File: src/rtl/rfunc_pkg.sv
// rfunc_pkg: shared definitions for the round controller.
//   - state_e     : controller FSM encoding (IDLE / RUN / DONE)
//   - SEL_*       : select codes of the round function (x[50:48])
//   - RW_DEFAULT  : default width of the round count
package rfunc_pkg;

  localparam int RW_DEFAULT = 6;

  typedef enum logic [1:0] {
    ST_IDLE = 2'd0,
    ST_RUN  = 2'd1,
    ST_DONE = 2'd2
  } state_e;

  // Round-function select codes; codes 2..6 form one family that XORs
  // the low state byte into byte position (code-1).
  localparam logic [2:0] SEL_PASS  = 3'd0;
  localparam logic [2:0] SEL_SHXOR = 3'd1;
  localparam logic [2:0] SEL_BYTE1 = 3'd2;
  localparam logic [2:0] SEL_BYTE2 = 3'd3;
  localparam logic [2:0] SEL_BYTE3 = 3'd4;
  localparam logic [2:0] SEL_BYTE4 = 3'd5;
  localparam logic [2:0] SEL_BYTE5 = 3'd6;
  localparam logic [2:0] SEL_SHIFT = 3'd7;

endpackage

File: src/rtl/rfunc_bill.sv
// rfunc_bill: combinational round function R.
//   x [55:0] : {key byte, 48-bit state}; x[50:48] selects the operation
//   y [47:0] : next state
module rfunc_bill
  import rfunc_pkg::*;
(
  input  logic [55:0] x,
  output logic [47:0] y
);

  logic [2:0]  sel;
  logic [47:0] lo;

  assign sel = x[50:48];
  assign lo  = {40'h0, x[7:0]};

  always_comb begin
    y = x[47:0];
    case (sel)
      SEL_PASS:  y = x[47:0];
      SEL_SHXOR: y = x[55:8] ^ lo;
      SEL_BYTE1: y = x[47:0] ^ (lo << 8);
      SEL_BYTE2: y = x[47:0] ^ (lo << 16);
      SEL_BYTE3: y = x[47:0] ^ (lo << 24);
      SEL_BYTE4: y = x[47:0] ^ (lo << 32);
      SEL_BYTE5: y = x[47:0] ^ (lo << 40);
      SEL_SHIFT: y = x[55:8];
      default:   y = x[47:0];
    endcase
  end

endmodule

File: src/rtl/rfunc_round_ctrl.sv
// rfunc_round_ctrl: iterates the round function R over a 48-bit state,
// one round per cycle, keyed by a rotating 8-byte key.
//   clk, rst             : clock, synchronous active-high reset
//   in_valid/in_ready    : job handshake (accepted only in IDLE)
//   in_data/in_key       : initial state S0 and 8 round-key bytes
//   in_rounds            : round count N (0 goes straight to DONE)
//   abort                : drop the job in RUN or DONE
//   out_valid/out_ready  : result handshake (held in DONE)
//   out_data             : final state, straight from the S register
//   busy                 : high in RUN or DONE
//   round_cnt            : rounds completed for the current job
module rfunc_round_ctrl
  import rfunc_pkg::*;
#(
  parameter int RW = RW_DEFAULT
) (
  input  logic          clk,
  input  logic          rst,
  input  logic          in_valid,
  output logic          in_ready,
  input  logic [47:0]   in_data,
  input  logic [63:0]   in_key,
  input  logic [RW-1:0] in_rounds,
  input  logic          abort,
  output logic          out_valid,
  input  logic          out_ready,
  output logic [47:0]   out_data,
  output logic          busy,
  output logic [RW-1:0] round_cnt
);

  state_e        state_q, state_d;
  logic [47:0]   s_q, s_d;
  logic [63:0]   k_q, k_d;
  logic [RW-1:0] n_q, n_d;
  logic [RW-1:0] cnt_q, cnt_d;

  logic [7:0]    key_byte;
  logic [47:0]   r_out;

  // Key bytes are consumed cyclically: byte index = round_cnt mod 8.
  assign key_byte = k_q[{cnt_q[2:0], 3'b000} +: 8];

  rfunc_bill u_rfunc (
    .x ({key_byte, s_q}),
    .y (r_out)
  );

  always_comb begin
    state_d = state_q;
    s_d     = s_q;
    k_d     = k_q;
    n_d     = n_q;
    cnt_d   = cnt_q;
    case (state_q)
      ST_IDLE: begin
        if (in_valid) begin
          s_d     = in_data;
          k_d     = in_key;
          n_d     = in_rounds;
          cnt_d   = '0;
          state_d = (in_rounds == '0) ? ST_DONE : ST_RUN;
        end
      end
      ST_RUN: begin
        if (abort) begin
          state_d = ST_IDLE;
        end else begin
          s_d   = r_out;
          cnt_d = cnt_q + 1'b1;
          // n_q >= 1 here, so cnt never wraps before reaching n_q.
          if (cnt_d == n_q) state_d = ST_DONE;
        end
      end
      ST_DONE: begin
        // abort and out_ready both return to IDLE; the result is simply
        // not presented again either way.
        if (abort || out_ready) state_d = ST_IDLE;
      end
      default: state_d = ST_IDLE;
    endcase
  end

  always_ff @(posedge clk) begin
    if (rst) begin
      state_q <= ST_IDLE;
      s_q     <= '0;
      k_q     <= '0;
      n_q     <= '0;
      cnt_q   <= '0;
    end else begin
      state_q <= state_d;
      s_q     <= s_d;
      k_q     <= k_d;
      n_q     <= n_d;
      cnt_q   <= cnt_d;
    end
  end

  assign in_ready  = (state_q == ST_IDLE);
  assign out_valid = (state_q == ST_DONE);
  assign busy      = (state_q == ST_RUN) || (state_q == ST_DONE);
  assign out_data  = s_q;
  assign round_cnt = cnt_q;

endmodule
File: config.mk
export PLATFORM = sky130hd
export DESIGN_NAME = rfunc_round_ctrl
export DESIGN_NICKNAME = d
export VERILOG_FILES = /design/src/rtl/rfunc_pkg.sv /design/src/rtl/rfunc_bill.sv /design/src/rtl/rfunc_round_ctrl.sv
export SDC_FILE = /design/constraint.sdc
export NUM_CORES = 1
export LEC_CHECK = 0
export BUFFER_PORTS_ARGS = -buffer_cell sky130_fd_sc_hd__buf_2
export CORE_MARGIN = 4
export CORE_UTILIZATION = 25
export CTS_BUF_LIST = sky130_fd_sc_hd__clkbuf_8
export DETAILED_ROUTE_END_ITERATION = 8
export GPL_TIMING_DRIVEN = 0
export HOLD_SLACK_MARGIN = 0.12
export PLACE_DENSITY_LB_ADDON = 0.3
export SYNTH_ARGS = -nofsm -noshare
export SYNTH_HDL_FRONTEND = slang
export SYNTH_SLANG_ARGS = --single-unit
File: constraint.sdc
create_clock -name clk -period 2.8 [get_ports clk]
set_input_delay 0.14 -clock clk [delete_from_list [all_inputs] [get_ports clk]]
set_output_delay 0.14 -clock clk [all_outputs]
set_load 0.005 [all_outputs]
==> results.sh <==
export IMPL_yosys_area_top_type="dfxtp_1"
export IMPL_path_clk_slew_ns=0.09
export IMPL_dr_pass1_iters=5
export IMPL_synth_cell_types=55
export IMPL_initial_core_util_pct=25.5
export IMPL_p_sw_share_pct=38.5
export IMPL_max_slew_worst_pin_slew_ns=0.827
export IMPL_syn_inst=782
export IMPL_syn_avg_cell_area_um2=8.54
export IMPL_skew_ns=0.0182
export IMPL_multi_input_area_mm2=0.00378
export IMPL_diodes=0
export IMPL_path_max_fanout=10
export IMPL_synthMuxAreaShare_pct=8.32
export IMPL_port_buffers=178
export IMPL_fin_nets=1227
export IMPL_hpwl_um=18800
export IMPL_finalNonFillerCells=1448
export IMPL_drcViolationCount=0
export IMPL_crit_path_start_kind="flip-flop"
export IMPL_max_freq_mhz=373
export IMPL_use_met2_pct=28.5
export IMPL_via_count=7054
export IMPL_endpoint_kind="flip-flop"
export IMPL_peakVddDrop_uv=280
export IMPL_synth_flop_cell="dfxtp_1"
export IMPL_synth_area_leaders="dfxtp_1 (38%), nand2_1 (8.9%), a21oi_1 (6.7%)"
export IMPL_track_usage_pct=17.3
export IMPL_power_leakage_nw=3.72
export IMPL_clockPowerShare_pct=26.6
export IMPL_num_rows=59
export IMPL_fill_cells=2738
export IMPL_finish_utilization_pct=36.9
export IMPL_p_switching_mw=2.31
export IMPL_synth_nets=909
export IMPL_worstPathCellList="buf_6 > mux4_2 > mux2i_4 > buf_4 > o41ai_1 > a31o_2 > and2b_1 > a32o_1"
export IMPL_max_slew_margin_pct=44.9
export IMPL_ios=180
export IMPL_synth_most_common_cell="nand2_1"
export IMPL_seq_area_frac_synth_pct=37.8
export IMPL_core_mm2=0.0261
export IMPL_cp_top_family="multiplexers"
export IMPL_place_congestion=0.805
export IMPL_grt_pass1_vias=6864
export IMPL_period_share_pct=95.8
export IMPL_ant_nets=0
export IMPL_power_density_mw_per_mm2=622
export IMPL_ys_ff_latch=126
export IMPL_grt_start_max_net_pins=17
export IMPL_synth_top_family_by_area="compound AO/OA/AOI/OAI gates"
export IMPL_synth_edff_count=0
export IMPL_syn_to_final_growth_pct=44.3
export IMPL_numCtsBuffers=17
export IMPL_combPwrFrac_pct=34.9
export IMPL_dpl_cell_area_mm2=0.00799
export IMPL_synth_top_area_share_pct=37.8
export IMPL_synth_warnings=0
export IMPL_grt_overflow=0
export IMPL_antenna_found_initial=0
export IMPL_status="completed"
export IMPL_grtUsageMet3_pct=3.19
export IMPL_critPathKind="reg -> reg"
export IMPL_synth_simple_gate_area_share_pct=17.3
export IMPL_sequentialPowerShare_pct=38.5
export IMPL_setup_viol=0
export IMPL_syn_area_mm2=0.00668
export IMPL_cts_sinks=126
export IMPL_synthAdderAreaFrac_pct=0.750
export IMPL_grt_busiest_layer="met2"
export IMPL_clockBufferDepth=2
export IMPL_arrival_ns=3.02
export IMPL_p_int_mw=3.69
export IMPL_die_area_mm2=0.0294
export IMPL_h_tree_depth=4
export IMPL_max_stage_delay_ns=0.58
export IMPL_hold_path_class="in -> reg"
export IMPL_total_power_mw=5.99
export IMPL_regArea_mm2=0.00253
export IMPL_dieHeight_um=171
export IMPL_worst_path_buf_inv=2
export IMPL_slowest_stage="mux4_2"
export IMPL_wl_um=25900
export IMPL_drive_gt1_share_pct=27.8
export IMPL_worst_skew_pair_late_latency_ns=0.45
export IMPL_grt_pass1_wl_um=39200
export IMPL_drv_cap=0
export IMPL_required_ns=3.14
export IMPL_hold_viol_final=0
export IMPL_wl_per_cell_um=17.9
export IMPL_rsz0062_at_grt="false"
export IMPL_slew_viol_final=0
export IMPL_synth_compound_area_share_pct=23.5
export IMPL_vias_per_cell=4.87
export IMPL_final_area_mm2=0.00963
export IMPL_synthArstFlopShare_pct=0
export IMPL_period_needed_ns=2.68
export IMPL_synth_xor_xnor_area_share_pct=6.11
export IMPL_dieWidth_um=171
export IMPL_drtIter0Drc=508
export IMPL_cts_tree="done"
export IMPL_timing_hold_ws_ns=0.160
export IMPL_yosys_top_cells_count="nand2_1 (158), dfxtp_1 (126), a21oi_1 (90)"
export IMPL_cts_root_buf="clkbuf_8"
export IMPL_grt_util_met1_pct=23.8
export IMPL_placedCellCount=1295
## tightest hold or removal path: stages
cell and delay (ns):
buf_2 0.10, nor2_1 0.07, a32oi_1 0.19, nor2_1 0.05
## cells in the final DEF, fill, tap and decap left out, drive strengths merged, types with 4 or more instances in the layout
master / count
a21oi: 91
o32ai: 4
dlygate4sd3: 118
a32o: 37
or2: 37
buf: 195
a211o: 7
nor2: 18
o211ai: 8
nor3b: 9
clkbuf: 69
inv: 46
a211oi: 4
o221ai: 35
nor2b: 6
xnor2: 41
mux4: 16
dfxtp: 126
nand3: 9
mux2i: 8
o21ai: 14
nand2: 158
ha: 4
mux2: 8
a31oi: 5
## cell families (layout without fill, tap and decap cells)
| family | after synthesis | after routing |
|---|---|---|
| AOI/OAI and AO/OA | 221 | 221 |
| xor gates and xnor gates | 45 | 45 |
| adders and majority gates | 4 | 4 |
| buffers and inverters | 101 | 432 |
| DFF | 126 | 126 |
| muxes | 32 | 32 |
| and+or+nand+nor | 253 | 253 |
## worst paths after layout
check,start,end,slack [ns],cells after the start
max,round_cnt[0]$_SDFFE_PP0P_,out_data[12]$_SDFFE_PP0P_,0.12,8
min,abort,round_cnt[1]$_SDFFE_PP0P_,0.16,4
max reg2reg,round_cnt[0]$_SDFFE_PP0P_,out_data[12]$_SDFFE_PP0P_,0.12,8
min reg2reg,k_q[38]$_SDFFE_PP0P_,k_q[38]$_SDFFE_PP0P_,0.46,2
## per-stage QoR
step	TNS [ns]	setup WS, ns
5_1_grt	0	0.00668
4_1_cts	0	0.0224
3_5_place_dp	-2.27	-0.104
2_1_floorplan	0	0.346
3_3_place_gp	-1.29	-0.0684
6_report	0	0.119
## cell type report
cell class,instances,area share (%)
multi-input cells,555,39.2
flip-flops and latches,126,26.2
repair buffers,299,21.7
well taps,335,4.35
plain buffers,65,3.01
clock buffers,18,2.57
clock inverters,14,1.45
inverters,36,1.40
## state kept, by name (all words and copies together), names as in the netlist
signal / cells
state_q: 2
out_data: 48
n_q: 6
k_q: 64
round_cnt: 6
## power by group through the flow
stage	clock network (mW)	registers, mW	logic (mW)
final	1.60	2.31	2.09
after global routing	1.71	2.34	2.30
after CTS	1.63	2.30	2.05
after detailed placement	0	2.35	1.91
after global placement	0	2.34	1.90
after floorplan	0	2.28	1.25
## routing by layer
layer / up-vias / wire, µm
met5: - / 0
met4: 0 / 325
met3: 21 / 1560
met2: 250 / 12100
met1: 3347 / 11900
li1: 3436 / -
## timing repair
action                                  4_1_cts  5_1_grt
hold buffers                                118        0
endpoints found under the setup margin       41       46
gates resized for setup                       2       19
hold endpoints to repair                    118        0
buffers inserted                              0        3
Note: power is estimated with default switching activity, not from simulation.
